### config.mk
export PLATFORM = sky130hd
export DESIGN_NAME = nl_vc_input_unit_flat
export DESIGN_NICKNAME = d
export VERILOG_FILES = /design/src/rtl/nl_vc_input_unit_pkg.sv /design/src/rtl/nl_vc_input_unit_if.sv /design/src/rtl/nl_vc_route_fifo.sv /design/src/rtl/nl_vc_input_unit.sv /design/src/flat_wrapper.sv
export SDC_FILE = /design/constraint.sdc
export NUM_CORES = 1
export LEC_CHECK = 0
export CAP_MARGIN = 15
export CORE_ASPECT_RATIO = 1.2
export CORE_MARGIN = 2
export CORE_UTILIZATION = 44
export CTS_CLUSTER_DIAMETER = 30
export DETAILED_ROUTE_END_ITERATION = 8
export GPL_TIMING_DRIVEN = 0
export PLACE_DENSITY_LB_ADDON = 0.05
export SYNTH_ARGS = -nofsm -noshare
export SYNTH_HDL_FRONTEND = slang
export SYNTH_SLANG_ARGS = --single-unit
export TNS_END_PERCENT = 30
### constraint.sdc
create_clock -name clk -period 3.12 [get_ports clk]
set_input_delay 0.468 -clock clk [delete_from_list [all_inputs] [get_ports clk]]
set_output_delay 0.468 -clock clk [all_outputs]
set_load 0.02 [all_outputs]
### src/rtl/nl_vc_input_unit_pkg.sv
// nl_vc_input_unit_pkg: shared flit, route and VC-state types plus clogb2/oh2bin helpers
package nl_vc_input_unit_pkg;
    localparam int DATA_W = 32;
    localparam int VC_ID_W = 8;
    typedef enum logic [2:0] {LOCAL, NORTH, EAST, SOUTH, WEST} output_port_t;
    typedef logic [1:0] vin_t;
    typedef struct packed {
        logic               valid;
        logic               head;
        logic               tail;
        output_port_t       output_port;
        vin_t               vn;
        logic [VC_ID_W-1:0] vc_id;
    } flit_ctrl_t;
    typedef struct packed {
        flit_ctrl_t         control;
        logic [DATA_W-1:0]  data;
    } flit_t;
    typedef struct packed {
        flit_t        flit;
        output_port_t route;
        vin_t         vn;
    } entry_t;
    typedef struct packed {
        logic empty;
        logic full;
    } fifo_flags_t;
    typedef enum logic [1:0] {IDLE, WAIT_VC, ACTIVE} vc_state_t;
    function automatic int clogb2(input int n);
        int r;
        r = 0;
        while ((1 << r) < n) r++;
        return (r < 1) ? 1 : r;
    endfunction
    function automatic int oh2bin(input logic [31:0] oh);
        int r;
        r = 0;
        for (int i = 0; i < 32; i++) if (oh[i]) r = r | i;
        return r;
    endfunction
endpackage

### src/rtl/nl_vc_input_unit_if.sv
// nl_vc_input_unit_if: flit, routing, allocation and credit signals of one router input port
interface nl_vc_input_unit_if
    import nl_vc_input_unit_pkg::*;
#(
    parameter int NUM_VCS = 4,
    parameter int BUF_DEPTH = 4,
    parameter int CNT_W = clogb2(BUF_DEPTH + 1)
);
    localparam int VW = clogb2(NUM_VCS);
    logic                              push;
    flit_t                             data_in;
    logic [VW-1:0]                     vc_id;
    output_port_t                      route_port_in;
    vin_t                              route_vn_in;
    logic [NUM_VCS-1:0]                pop, select, vc_new_valid;
    logic [NUM_VCS-1:0][NUM_VCS-1:0]   vc_new, allocated_vc;
    flit_t                             data_out;
    logic [NUM_VCS-1:0]                va_req, sa_req, vc_empty, vc_full, credit_out;
    output_port_t [NUM_VCS-1:0]        va_port;
    logic [NUM_VCS-1:0][CNT_W-1:0]     vc_count;
    modport master (
        output push, data_in, vc_id, route_port_in, route_vn_in, pop, select, vc_new, vc_new_valid,
        input  data_out, va_req, va_port, sa_req, allocated_vc, vc_count, vc_empty, vc_full, credit_out
    );
    modport slave (
        input  push, data_in, vc_id, route_port_in, route_vn_in, pop, select, vc_new, vc_new_valid,
        output data_out, va_req, va_port, sa_req, allocated_vc, vc_count, vc_empty, vc_full, credit_out
    );
endinterface

### src/rtl/nl_vc_route_fifo.sv
// nl_vc_route_fifo: single-VC FIFO of {flit, route, vn}; pointers wrap modulo DEPTH, push when full drops
module nl_vc_route_fifo
    import nl_vc_input_unit_pkg::*;
#(
    parameter int DEPTH = 4,
    parameter int CNT_W = clogb2(DEPTH + 1)
) (
    input  logic             clk,
    input  logic             rst,
    input  logic             wr_en,
    input  entry_t           wr_data,
    input  logic             rd_en,
    output entry_t           rd_data,
    output logic [CNT_W-1:0] count,
    output fifo_flags_t      flags
);
    localparam int PW = clogb2(DEPTH);
    entry_t mem [DEPTH];
    logic [PW-1:0] wp, rp;
    logic do_wr, do_rd;
    assign flags.empty = count == '0;
    assign flags.full = count == CNT_W'(DEPTH);
    assign do_wr = wr_en && !flags.full;
    assign do_rd = rd_en && !flags.empty;
    assign rd_data = mem[rp];
    // storage needs no reset; only the pointers define what is valid
    always_ff @(posedge clk) if (do_wr) mem[wp] <= wr_data;
    // pointer and occupancy update
    always_ff @(posedge clk or posedge rst) begin
        if (rst) begin
            wp <= '0;
            rp <= '0;
            count <= '0;
        end else begin
            if (do_wr) wp <= (wp == PW'(DEPTH - 1)) ? '0 : wp + 1'b1;
            if (do_rd) rp <= (rp == PW'(DEPTH - 1)) ? '0 : rp + 1'b1;
            count <= count + CNT_W'(do_wr) - CNT_W'(do_rd);
        end
    end
endmodule

### src/rtl/nl_vc_input_unit.sv
// nl_vc_input_unit: per-VC flit buffers with route-carrying entries and packet FSMs; optional err via NL_VCIU_CHECK_EN
module nl_vc_input_unit
    import nl_vc_input_unit_pkg::*;
#(
    parameter int NUM_VCS = 4,
    parameter int BUF_DEPTH = 4,
    parameter int CNT_W = clogb2(BUF_DEPTH + 1)
) (
    input  logic clk,
    input  logic rst,
    nl_vc_input_unit_if.slave bus
`ifdef NL_VCIU_CHECK_EN
    ,
    output logic err
`endif
);
    localparam int VW = clogb2(NUM_VCS);
    entry_t             front [NUM_VCS];
    output_port_t       route [NUM_VCS];
    vin_t               vn [NUM_VCS];
    logic [NUM_VCS-1:0] alloc [NUM_VCS];
    logic [NUM_VCS-1:0] empty, legal_pop;
    logic [VW-1:0]      sel;
    entry_t             wr_entry;
    flit_t              d;
    assign wr_entry = '{flit: bus.data_in, route: bus.route_port_in, vn: bus.route_vn_in};
    assign sel = VW'(oh2bin(32'(bus.select)));
`ifdef NL_VCIU_CHECK_EN
    logic [NUM_VCS-1:0] bad;
`endif
    for (genvar v = 0; v < NUM_VCS; v++) begin : g_vc
        fifo_flags_t        flags;
        vc_state_t          st;
        output_port_t       rp;
        vin_t               rv;
        logic [NUM_VCS-1:0] av;
        logic               cr;
        nl_vc_route_fifo #(.DEPTH(BUF_DEPTH), .CNT_W(CNT_W)) u_fifo (
            .clk     (clk),
            .rst     (rst),
            .wr_en   (bus.push && bus.vc_id == VW'(v)),
            .wr_data (wr_entry),
            .rd_en   (legal_pop[v]),
            .rd_data (front[v]),
            .count   (bus.vc_count[v]),
            .flags   (flags)
        );
        assign empty[v] = flags.empty;
        assign legal_pop[v] = bus.pop[v] && st == ACTIVE && !flags.empty;
        assign route[v] = rp;
        assign vn[v] = rv;
        assign alloc[v] = av;
        assign bus.vc_empty[v] = flags.empty;
        assign bus.vc_full[v] = flags.full;
        assign bus.va_req[v] = st == WAIT_VC;
        assign bus.sa_req[v] = st == ACTIVE && !flags.empty;
        assign bus.va_port[v] = rp;
        assign bus.allocated_vc[v] = av;
        assign bus.credit_out[v] = cr;
`ifdef NL_VCIU_CHECK_EN
        assign bad[v] = (bus.pop[v] && (st != ACTIVE || flags.empty))
                     || (bus.vc_new_valid[v] && st != WAIT_VC)
                     || (st == IDLE && !flags.empty && !front[v].flit.control.head)
                     || (bus.push && bus.vc_id == VW'(v) && flags.full);
`endif
        // packet FSM: latch route from the front head, hold the granted VC, credit each departed flit
        always_ff @(posedge clk or posedge rst) begin
            if (rst) begin
                st <= IDLE;
                rp <= LOCAL;
                rv <= '0;
                av <= '0;
                cr <= 1'b0;
            end else begin
                cr <= legal_pop[v];
                case (st)
                    IDLE: if (!flags.empty && front[v].flit.control.head) begin
                        st <= WAIT_VC;
                        rp <= front[v].route;
                        rv <= front[v].vn;
                    end
                    WAIT_VC: if (bus.vc_new_valid[v]) begin
                        st <= ACTIVE;
                        av <= bus.vc_new[v];
                    end
                    ACTIVE: if (legal_pop[v] && front[v].flit.control.tail) begin
                        st <= IDLE;
                        av <= '0;
                    end
                    default: st <= IDLE;
                endcase
            end
        end
    end
    // output mux: front flit of the selected VC with its packet's route, vn and downstream VC
    always_comb begin
        d = front[sel].flit;
        d.control.output_port = route[sel];
        d.control.vn = vn[sel];
        d.control.vc_id = VC_ID_W'(alloc[sel]);
        d.control.valid = d.control.valid & ~empty[sel];
    end
    assign bus.data_out = d;
`ifdef NL_VCIU_CHECK_EN
    // sticky protocol error
    always_ff @(posedge clk or posedge rst) begin
        if (rst) err <= 1'b0;
        else if (|bad || (bus.pop & (bus.pop - NUM_VCS'(1))) != '0) err <= 1'b1;
    end
`endif
endmodule

### src/flat_wrapper.sv
// flat-port wrapper written by rule: the top's interface ports become plain ports
module nl_vc_input_unit_flat import nl_vc_input_unit_pkg::*;
#(
    parameter int NUM_VCS = 4,
    parameter int BUF_DEPTH = 4,
    parameter int CNT_W = clogb2(BUF_DEPTH + 1)
)
  (clk, rst, bus_push, bus_data_in, bus_vc_id, bus_route_port_in, bus_route_vn_in, bus_pop, bus_select, bus_vc_new, bus_vc_new_valid, bus_data_out, bus_va_req, bus_va_port, bus_sa_req, bus_allocated_vc, bus_vc_count, bus_vc_empty, bus_vc_full, bus_credit_out);
  nl_vc_input_unit_if #(.NUM_VCS(NUM_VCS), .BUF_DEPTH(BUF_DEPTH), .CNT_W(CNT_W)) bus_i ();
  input  logic clk;
  input  logic rst;
  input wire logic [$bits(bus_i.push)-1:0] bus_push;
  input wire logic [$bits(bus_i.data_in)-1:0] bus_data_in;
  input wire logic [$bits(bus_i.vc_id)-1:0] bus_vc_id;
  input wire logic [$bits(bus_i.route_port_in)-1:0] bus_route_port_in;
  input wire logic [$bits(bus_i.route_vn_in)-1:0] bus_route_vn_in;
  input wire logic [$bits(bus_i.pop)-1:0] bus_pop;
  input wire logic [$bits(bus_i.select)-1:0] bus_select;
  input wire logic [$bits(bus_i.vc_new)-1:0] bus_vc_new;
  input wire logic [$bits(bus_i.vc_new_valid)-1:0] bus_vc_new_valid;
  output wire logic [$bits(bus_i.data_out)-1:0] bus_data_out;
  output wire logic [$bits(bus_i.va_req)-1:0] bus_va_req;
  output wire logic [$bits(bus_i.va_port)-1:0] bus_va_port;
  output wire logic [$bits(bus_i.sa_req)-1:0] bus_sa_req;
  output wire logic [$bits(bus_i.allocated_vc)-1:0] bus_allocated_vc;
  output wire logic [$bits(bus_i.vc_count)-1:0] bus_vc_count;
  output wire logic [$bits(bus_i.vc_empty)-1:0] bus_vc_empty;
  output wire logic [$bits(bus_i.vc_full)-1:0] bus_vc_full;
  output wire logic [$bits(bus_i.credit_out)-1:0] bus_credit_out;
  assign bus_i.push = bus_push;
  assign bus_i.data_in = bus_data_in;
  assign bus_i.vc_id = bus_vc_id;
  assign bus_i.route_port_in = bus_route_port_in;
  assign bus_i.route_vn_in = bus_route_vn_in;
  assign bus_i.pop = bus_pop;
  assign bus_i.select = bus_select;
  assign bus_i.vc_new = bus_vc_new;
  assign bus_i.vc_new_valid = bus_vc_new_valid;
  assign bus_data_out = bus_i.data_out;
  assign bus_va_req = bus_i.va_req;
  assign bus_va_port = bus_i.va_port;
  assign bus_sa_req = bus_i.sa_req;
  assign bus_allocated_vc = bus_i.allocated_vc;
  assign bus_vc_count = bus_i.vc_count;
  assign bus_vc_empty = bus_i.vc_empty;
  assign bus_vc_full = bus_i.vc_full;
  assign bus_credit_out = bus_i.credit_out;
  nl_vc_input_unit #(.NUM_VCS(NUM_VCS), .BUF_DEPTH(BUF_DEPTH), .CNT_W(CNT_W)) u_core (.clk(clk), .rst(rst), .bus(bus_i));
endmodule
==> results of run 1 <==
==> worst min-delay path by stage <==
stage / startpoint / end / cells past startpoint
2_1_floorplan: u_core.g_vc[0].rv[0] / u_core.g_vc[0].rv[0] / 1
3_3_place_gp: u_core.g_vc[0].rv[1] / u_core.g_vc[0].rv[1] / 1
3_5_place_dp: u_core.g_vc[0].rv[1] / u_core.g_vc[0].rv[1] / 1
4_1_cts: rst / u_core.g_vc[3].u_fifo.wp[1] / 2
5_1_grt: rst / u_core.g_vc[3].u_fifo.wp[1] / 2
6_report: rst / u_core.g_vc[3].u_fifo.wp[1] / 2
==> cell usage after synthesis (all sizes together) <==
| cell | n | area share (%) |
|---|---|---|
| inv | 30 | 0.40 |
| a31oi | 10 | 0.22 |
| o21ai | 16 | 0.29 |
| o21bai | 1 | 0.027 |
| ha | 28 | 1.3 |
| xor2 | 2 | 0.063 |
| nand2b | 4 | 0.090 |
| mux2i | 4 | 0.28 |
| and2 | 17 | 0.38 |
| a32o | 12 | 0.43 |
| conb | 1 | 0.013 |
| nor3 | 18 | 0.44 |
| a211oi | 10 | 0.27 |
| dfrtp | 76 | 6.8 |
| xnor2 | 6 | 0.19 |
| fa | 4 | 0.29 |
| nand2 | 73 | 0.99 |
| a22oi | 64 | 1.7 |
| o22ai | 2 | 0.045 |
| or2 | 2 | 0.045 |
| a32oi | 1 | 0.031 |
| nor4bb | 1 | 0.036 |
| clkbuf | 20 | 0.27 |
| edfxtp | 640 | 69 |
| nor4b | 4 | 0.31 |
| nor2b | 13 | 0.29 |
| a22o | 4 | 0.13 |
| buf | 50 | 1.1 |
| and4bb | 1 | 0.058 |
| nor2 | 18 | 0.28 |
| mux4 | 159 | 13 |
| mux2 | 29 | 1.2 |
| nor3b | 9 | 0.24 |
==> state kept, by name, summed over array words and instances (netlist names) <==
signal	flops
u_core.g_vc.u_fifo.count	12
u_core.g_vc.rv	8
u_core.g_vc.st	8
u_core.g_vc.av	16
u_core.g_vc.cr	4
u_core.g_vc.u_fifo.rp	8
u_core.g_vc.rp	12
u_core.g_vc.u_fifo.wp	8
u_core.g_vc.u_fifo.mem	640
==> cell families after synthesis <==
family                     after synthesis
DFF                                    716
AOI/OAI and AO/OA                      120
adders and majority gates               32
other                                    1
muxes                                  192
xor gates and xnor gates                 8
buffers and inverters                  100
and+or+nand+nor                        160
==> report_power, final <==
part	leakage [nW]	total, mW	internal [mW]	switching (mW)
Sequential	6.70	12.1	11.4	0.603
Combinational	3.37	8.98	4.38	4.61
Clock	2.30	14.9	9.96	4.91
Total	12.4	35.9	25.8	10.1
==> critical path, cell delays in order (launching register included) <==
cell	delay [ns]
dfrtp_1	0.37
buf_8	0.18
buf_12	0.18
mux4_2	0.51
a22oi_1	0.23
nand2_1	0.10
dlygate4sd2_1	0.33
==> layout by cell type, fill, tap and decap left out, types with 23 or more instances in the layout <==
cell type	netlist	layout
edfxtp_1	640	640
clkbuf_1	20	32
a22oi_1	64	43
clkbuf_16	0	143
nand2_1	72	71
buf_4	17	23
clkdlybuf4s50_1	0	133
ha_1	28	28
mux2_2	29	29
mux4_2	159	159
dfrtp_1	76	73
inv_1	30	29
==> final cells by class <==
cell class                      instances  share of cell area (%)
Clock inverter                         83                    2.81
Multi-Input combinational cell        516                    17.9
Inverter                               30                   0.320
Buffer                                 69                    2.09
Timing Repair Buffer                  184                    4.89
Sequential cell                       716                    58.7
Clock buffer                          175                    10.3
Tap cell                              824                    2.87
==> what timing repair did <==
| action | CTS | global route |
|---|---|---|
| endpoints found under the setup margin | 45 | 36 |
| setup buffers | 3 | 4 |
| pin swaps | 5 | 5 |
| cloned | 0 | 0 |
| resized for setup | 176 | 77 |
==> per-layer routing <==
metal	track usage, %	up-vias
met4	7.19	4
met2	36.6	422
met3	5.44	124
met1	27.8	7477
met5	0	-
li1	-	6171
==> reports/results.ini, run 1 <==
[power]
ir_drop_mv = 0.585
p_per_area_nw_per_um2 = 999
p_leak_nw = 12.4
power_mw = 35.9

[clocking]
clk_latency_ns = 0.71
cts.reportedPaths.clkPinSlew_ns = 0.04
cts-hold-fix-buffers = 0
clockBufferDepth = 3
cts_tree = built
numCtsBuffers = 141
cts.htree.levels = 4
cts-root-buf = clkbuf_16
clock_sinks = 716

[final_layout]
post-route-util_pct = 57.1
stdcell_area_um2 = 36000
ff_latch_area_um2 = 21100
multi_input_area_um2 = 6450
diodes = 0
final_cells = 2597
fillers = 4808
fin_nets = 1776
drive_above_1_share_pct = 31.7
area_delta_synth_final_pct = 29.0

[synth]
syn_area_per_cell_um2 = 21.0
synth_fa_ha_area_share_pct = 1.54
synth_mux_area_share_pct = 14.3
synth-seq-area-share_pct = 75.7
synth-xor-area-share_pct = 0.251
synthSimpleGateAreaFrac_pct = 3.17
syn_area_um2 = 27900
synth_top_family_by_area = multiplexers
synth-seq-cells = 716
synth_compound_area_share_pct = 3.16
yosysUniqueCellTypes = 42
yosysWarnings = 0
synthCells = 1329

[place]
place_hpwl_um = 38600
post_dp_cell_area_um2 = 30800
pre_cts_ws_ns = -1.09
place_inst = 2333
place_congestion = 0.756
port_buffers = 175

[critical_path]
cp-start-kind = register
r2r_cells = 9
startpoint = u_core.g_vc[1].u_fifo.rp[0]
regToRegStartpoint = u_core.g_vc[0].u_fifo.count[1]
critical_path.endpoint = bus_data_out[20]
rr_endpoint = u_core.g_vc[0].u_fifo.count[2]
r2r_slack_ns = 0.19
arrival_ns = 2.61
critical_path.max_fanout = 10
cp-end-kind = output pin
required_ns = 2.65
path_class = reg2out

[routing]
wl_per_cell_um = 26.7
num_vias = 14200
drtAntennaViolNets = 0
maxUsedRoutingLayer = met5
first_iter_violations = 972
totalWireLength_um = 69300
wl_met2_um = 35300
firstDrtPassIters = 4
vias_per_cell = 5.47
routedLengthMet1_um = 28800
drc = 0
wl_met3_um = 3760

[sta]
min_period_over_period_pct = 98.7
tightest_slew_ns = 1.09
max_freq_mhz = 325
setup_viol = 0
setup_tns_ns = 0
rsz0062_at_grt = yes
setup_slack_ns = 0.0408
slew_violations = 0
finalClockSkew_ns = 0.0255
holdWs_ns = 0.0461
hold_violations = 0
period_needed_ns = 3.08
relSlewSlack_pct = 26.5

[die]
io_pins = 194
initial_core_util_pct = 44.3
die_y_um = 280
core.rowCount = 101
dieArea_um2 = 65400
core_um2 = 62900
fp.dieW_um = 234

[global_route]
grt_max_degree = 66
grt_pass1_vias = 15300
grt_pass1_wl_um = 101000
grt_overflow = 0
grtUsageTotal_pct = 21.8
antenna_found_initial = 2

[flow_run]
max_cap_violations = 0

[status]
status = completed

[worst_hold_path]
worst_hold_path_type = in2async

(Power assumes the default switching activity.)
==> run 2: changes to the inputs <==
Settings changed: CORE_UTILIZATION 44 to 25.
==> run 2 against run 1 <==
Critical path depth up 1. Setup slack worse by 0.039 ns. Register-to-register slack improved by 0.14 ns. Sequential share of layout area is 3.7 points lower. Via count up 2.8%. Clock power is 11% higher. Clock skew fell by 0.0078 ns. First-iteration DRC count decreased by 13%. Routed wire length up 22%. Sequential power barely moved. Worst hold slack better by 0.074 ns. Highest routed layer unchanged.
==> reports/results.ini, run 2 (synthesis results as in run 1) <==
[status]
status = completed

[die]
core_um2 = 111000
dieArea_um2 = 114000
initial_core_util_pct = 25.1
io_pins = 194
die_y_um = 370
core.rowCount = 134
fp.dieW_um = 309

[routing]
wl_per_cell_um = 25.2
drtAntennaViolNets = 0
drc = 0
totalWireLength_um = 84300
num_vias = 14600
vias_per_cell = 4.36
first_iter_violations = 847
firstDrtPassIters = 7

[sta]
holdWs_ns = 0.120
hold_violations = 0
slew_violations = 0
setup_viol = 0
max_freq_mhz = 321
min_period_over_period_pct = 99.9
period_needed_ns = 3.12
rsz0062_at_grt = yes
tightest_slew_ns = 1.05
relSlewSlack_pct = 29.8
finalClockSkew_ns = 0.0177

[global_route]
grt_max_degree = 47
antenna_found_initial = 3
grtUsageTotal_pct = 15.0
grt_pass1_wl_um = 119000
grt_pass1_vias = 15900
grt_overflow = 0

[critical_path]
cp-start-kind = register
crit_top_cell = buf_12
crit_family = buffers and inverters
crit_chain = buf_12 -> buf_12 -> buf_16 -> mux4_2 -> a22oi_2 -> nand2_2 -> buf_2
required_ns = 2.65
max_stage_delay_ns = 0.51
cp_slowest_cell = mux4_2
arrival_ns = 2.65
worst-path-buf-inv = 4
regToRegStartpoint = u_core.g_vc[3].u_fifo.count[2]
path_class = reg2out
crit_cells = 7
cp-end-kind = output pin
startpoint = u_core.g_vc[3].u_fifo.rp[0]
r2r_cells = 8
critical_path.max_fanout = 7

[flow_run]
max_cap_violations = 0

[worst_hold_path]
worst_hold_path_type = in2async

[place]
place_congestion = 0.699
place_inst = 3021
port_buffers = 175
post_dp_cell_area_um2 = 32000
place_hpwl_um = 50700

[clocking]
clockBufferDepth = 3
clk_latency_ns = 0.75
clock_sinks = 716
cts.htree.levels = 4
cts.reportedPaths.clkPinSlew_ns = 0.04
cts_tree = built
numCtsBuffers = 165
cts-root-buf = clkbuf_16

[final_layout]
reg_top3 = u_core.g_vc.u_fifo.mem x640, u_core.g_vc.av x16
post-route-util_pct = 34.6
drive_above_1_share_pct = 35.7
regMostFlops = u_core.g_vc.u_fifo.mem
largest_reg_flops = 640
fin_nets = 1831
layout_commonest_cell = edfxtp_1
area_delta_synth_final_pct = 37.6
stdcell_area_um2 = 38400
final_cells = 3348
final_cell_mix = edfxtp_1 (640), clkbuf_16 (167), mux4_2 (159)

[power]
ir_drop_mv = 0.467
power_mw = 38.7
p_leak_nw = 13.0
p_per_area_nw_per_um2 = 1010

run 2: cell count changes in the layout (fill, tap and decap cells not counted), sizes merged:
| cell | change |
|---|---|
| diode | +1 |
| clkinv | +25 |
| clkdlybuf4s50 | -4 |
| clkdlybuf4s15 | -4 |
| clkbuf | +20 |
| dlygate4sd2 | -2 |
| bufinv | -1 |
| clkinvlp | +4 |
| dlymetal6s2s | -2 |
| buf | +48 |
| inv | -6 |
run 2: path summary, 6_finish.rpt:
path / slack, ns / end
worst max-delay path: 0.002 / bus_data_out[8]
worst max register to register: 0.33 / u_core.g_vc[3].u_fifo.count[2]
min in group clk: 0.36 / u_core.g_vc[3].st[0]
worst min register to register: 0.51 / u_core.g_vc[3].rv[0]
max in group asynchronous: 2.36 / u_core.g_vc[0].rp[0]
worst min-delay path: 0.12 / u_core.g_vc[1].cr
run 2: worst reg2reg max path: stages, from the launching register on:
cell and delay [ns]:
dfrtp_1 0.42, nor3b_1 0.19, nor3b_1 0.87, inv_1 0.12, ha_1 0.32, inv_1 0.04, ha_1 0.18, fa_1 0.40
xnor2_1 0.13
run 2: through the flow:
stage	worst slack, ns	setup TNS (ns)
global placement	-1.83	-1185.73
finish	0.00158	0
CTS	-0.278	-2.46
detailed placement	-1.29	-51.53
global route	-0.125	-0.886
floorplan	0.391	0
run 2: layout make-up:
class | instances | area [um^2]
repair buffers | 215 | 2340
clock inverters | 105 | 1090
multi-input cells | 516 | 6630
flip-flops and latches | 716 | 21100
plain buffers | 69 | 867
fillers | 10600 | 72600
diodes | 1 | 2.50
clock buffers | 200 | 4310
well taps | 1496 | 1870
inverters | 30 | 115
run 2: routing by layer:
metal / wire length [um] / GRT usage (%) / up-vias / share of wire, %
met5: 21 / 0 / - / 0.025
met3: 4090 / 3.99 / 126 / 4.8
met1: 36700 / 19.0 / 7792 / 44
met4: 1710 / 4.74 / 4 / 2.0
li1: - / - / 6291 / -
met2: 41800 / 25.0 / 379 / 50
run 2: power breakdown:
group / internal (mW) / switching, mW
combinational: 4.92 / 5.15
clock: 11.2 / 5.38
sequential: 11.4 / 0.630
total: 27.5 / 11.2
run 2: what timing repair did:
item,in CTS,in global routing
hold buffers,0,0
pin swaps,21,12
gates resized for setup,290,76
setup buffers,13,7
endpoints found under the setup margin,47,38
gates cloned,2,0
==> run 3: changes to the inputs <==
Clock period 3.12 ns to 2.6 ns, I/O delays scaled along.
==> run 3 against run 2 <==
The flow now finishes with violations (negative setup slack). Combinational power up 27%. Largest power group unchanged. Critical path depth unchanged. Register-to-register slack got worse by 0.23 ns. Clock skew is 0.0056 ns higher. Largest cell class unchanged. Cell count up 0.90%. Clock power is 32% higher. Setup slack worse by 0.35 ns. Highest routed layer unchanged. Global-route usage shrank 0.13 points. Routed wire length is 0.77% lower.
==> reports/results.ini, run 3 (synthesis results as in run 1) <==
[clocking]
cts-root-buf = clkbuf_16
clock_sinks = 716
cts_tree = built
clk_latency_ns = 0.74
numCtsBuffers = 173
clockBufferDepth = 3
cts.htree.levels = 4
cts.reportedPaths.clkPinSlew_ns = 0.04
cts-hold-fix-buffers = 0

[die]
fp.dieW_um = 309
io_pins = 194
initial_core_util_pct = 25.1
core_um2 = 111000
core.rowCount = 134
die_y_um = 370
dieArea_um2 = 114000

[place]
place_congestion = 0.693
place_hpwl_um = 48400
port_buffers = 175
post_dp_cell_area_um2 = 31800

[final_layout]
layout_commonest_cell = edfxtp_1
post-route-util_pct = 35.4
drive_above_1_share_pct = 40.3
diodes = 0
reg_top3 = u_core.g_vc.u_fifo.mem x640, u_core.g_vc.av x16
fin_nets = 1859
area_delta_synth_final_pct = 40.9
fillers = 10500
final_cell_mix = edfxtp_1 (640), clkbuf_16 (180), mux4_2 (159)
stdcell_area_um2 = 39300
multi_input_area_um2 = 6850
ff_latch_area_um2 = 21100
largest_reg_flops = 640
regMostFlops = u_core.g_vc.u_fifo.mem

[sta]
max_freq_mhz = 339
relSlewSlack_pct = 40.9
min_period_over_period_pct = 113
setup_tns_ns = -9.55
setup_slack_ns = -0.349
hold_violations = 0
slew_violations = 0
rsz0062_at_grt = yes
finalClockSkew_ns = 0.0233
tightest_slew_ns = 0.886
period_needed_ns = 2.95
setup_viol = 35

[critical_path]
required_ns = 2.21
worst-path-buf-inv = 4
crit_chain = buf_12 -> buf_4 -> buf_12 -> mux4_2 -> a22oi_1 -> nand2_1 -> buf_6
arrival_ns = 2.56
cp_slowest_cell = mux4_2
max_stage_delay_ns = 0.52
cp-end-kind = output pin
path_class = reg2out
crit_top_cell = buf_12
crit_family = buffers and inverters
cp-start-kind = register
critical_path.max_fanout = 7

[global_route]
grt_pass1_vias = 15900
grt_overflow = 0
antenna_found_initial = 4
grtUsageTotal_pct = 14.9
grt_pass1_wl_um = 118000
grt_max_degree = 43

[routing]
first_iter_violations = 969
vias_per_cell = 4.36
drc = 0
firstDrtPassIters = 5
drtAntennaViolNets = 0
num_vias = 14700
wl_per_cell_um = 24.8
totalWireLength_um = 83600

[power]
pwr-share-clk_pct = 44.3
ir_drop_mv = 0.487
p_switching_mw = 13.6
p_leak_nw = 13.5
power_mw = 49.0
switching_share_pct = 27.8
internal_power_mw = 35.4
p_seq_share_pct = 29.7
p_per_area_nw_per_um2 = 1250
pwr-share-comb_pct = 26.1

[status]
violations = negative setup slack
status = complete, but fails checks

[flow_run]
max_cap_violations = 0

[worst_hold_path]
worst_hold_path_type = in2async

-- run 3: power by group through the flow --
stage / Clock, mW / Sequential, mW / Combinational [mW]
detailed placement: 0 / 14.7 / 11.1
global route: 22.8 / 14.7 / 13.7
CTS: 22.2 / 14.6 / 12.9
floorplan: 0 / 14.8 / 6.29
finish: 21.7 / 14.5 / 12.8
global placement: 0 / 14.7 / 10.9
-- run 3: per-layer routing --
layer | global-route usage, % | wire (um)
met4 | 5.22 | 2000
met5 | 0 | 38
met2 | 24.7 | 41600
met3 | 3.67 | 4150
met1 | 18.9 | 35900
-- run 3: final timing paths --
path | from | endpoint | slack, ns | depth (start not counted)
max | u_core.g_vc[0].u_fifo.rp[0] | bus_data_out[12] | -0.35 | 7
min | rst | u_core.g_vc[3].st[0] | 0.07 | 2
max reg2reg | u_core.g_vc[0].u_fifo.count[0] | u_core.g_vc[0].u_fifo.count[2] | 0.10 | 11
min reg2reg | u_core.g_vc[0].rv[1] | u_core.g_vc[0].rv[1] | 0.49 | 1
max in group asynchronous | rst | u_core.g_vc[0].st[0] | 1.88 | 3
min in group clk | bus_vc_new[15] | u_core.g_vc[3].av[3] | 0.27 | 2
-- run 3: metrics by stage --
stage | hold WS [ns] | setup slack (ns) | std cells
after detailed placement | 0.486 | -1.60 | 3013
after global routing | 0.0755 | -0.461 | 3378
after floorplan | 0.471 | -0.109 | 1332
final | 0.0749 | -0.349 | 3378
after global placement | 0.482 | -2.14 | 3003
after CTS | 0.0263 | -0.486 | 3370
-- run 3: final cells by class --
cell class / count / share of cell area, %
Timing Repair Buffer: 237 / 6.57
Sequential cell: 716 / 53.8
Buffer: 67 / 2.11
Clock inverter: 112 / 3.39
Tap cell: 1496 / 4.77
Clock buffer: 204 / 11.6
Multi-Input combinational cell: 516 / 17.4
Inverter: 30 / 0.293
-- run 3: what timing repair did --
| item | CTS | global route |
|---|---|---|
| pin swaps | 43 | 29 |
| gates resized for setup | 451 | 50 |
| cloned | 5 | 1 |
| buffers inserted | 37 | 11 |
| endpoints found under the setup margin | 309 | 40 |
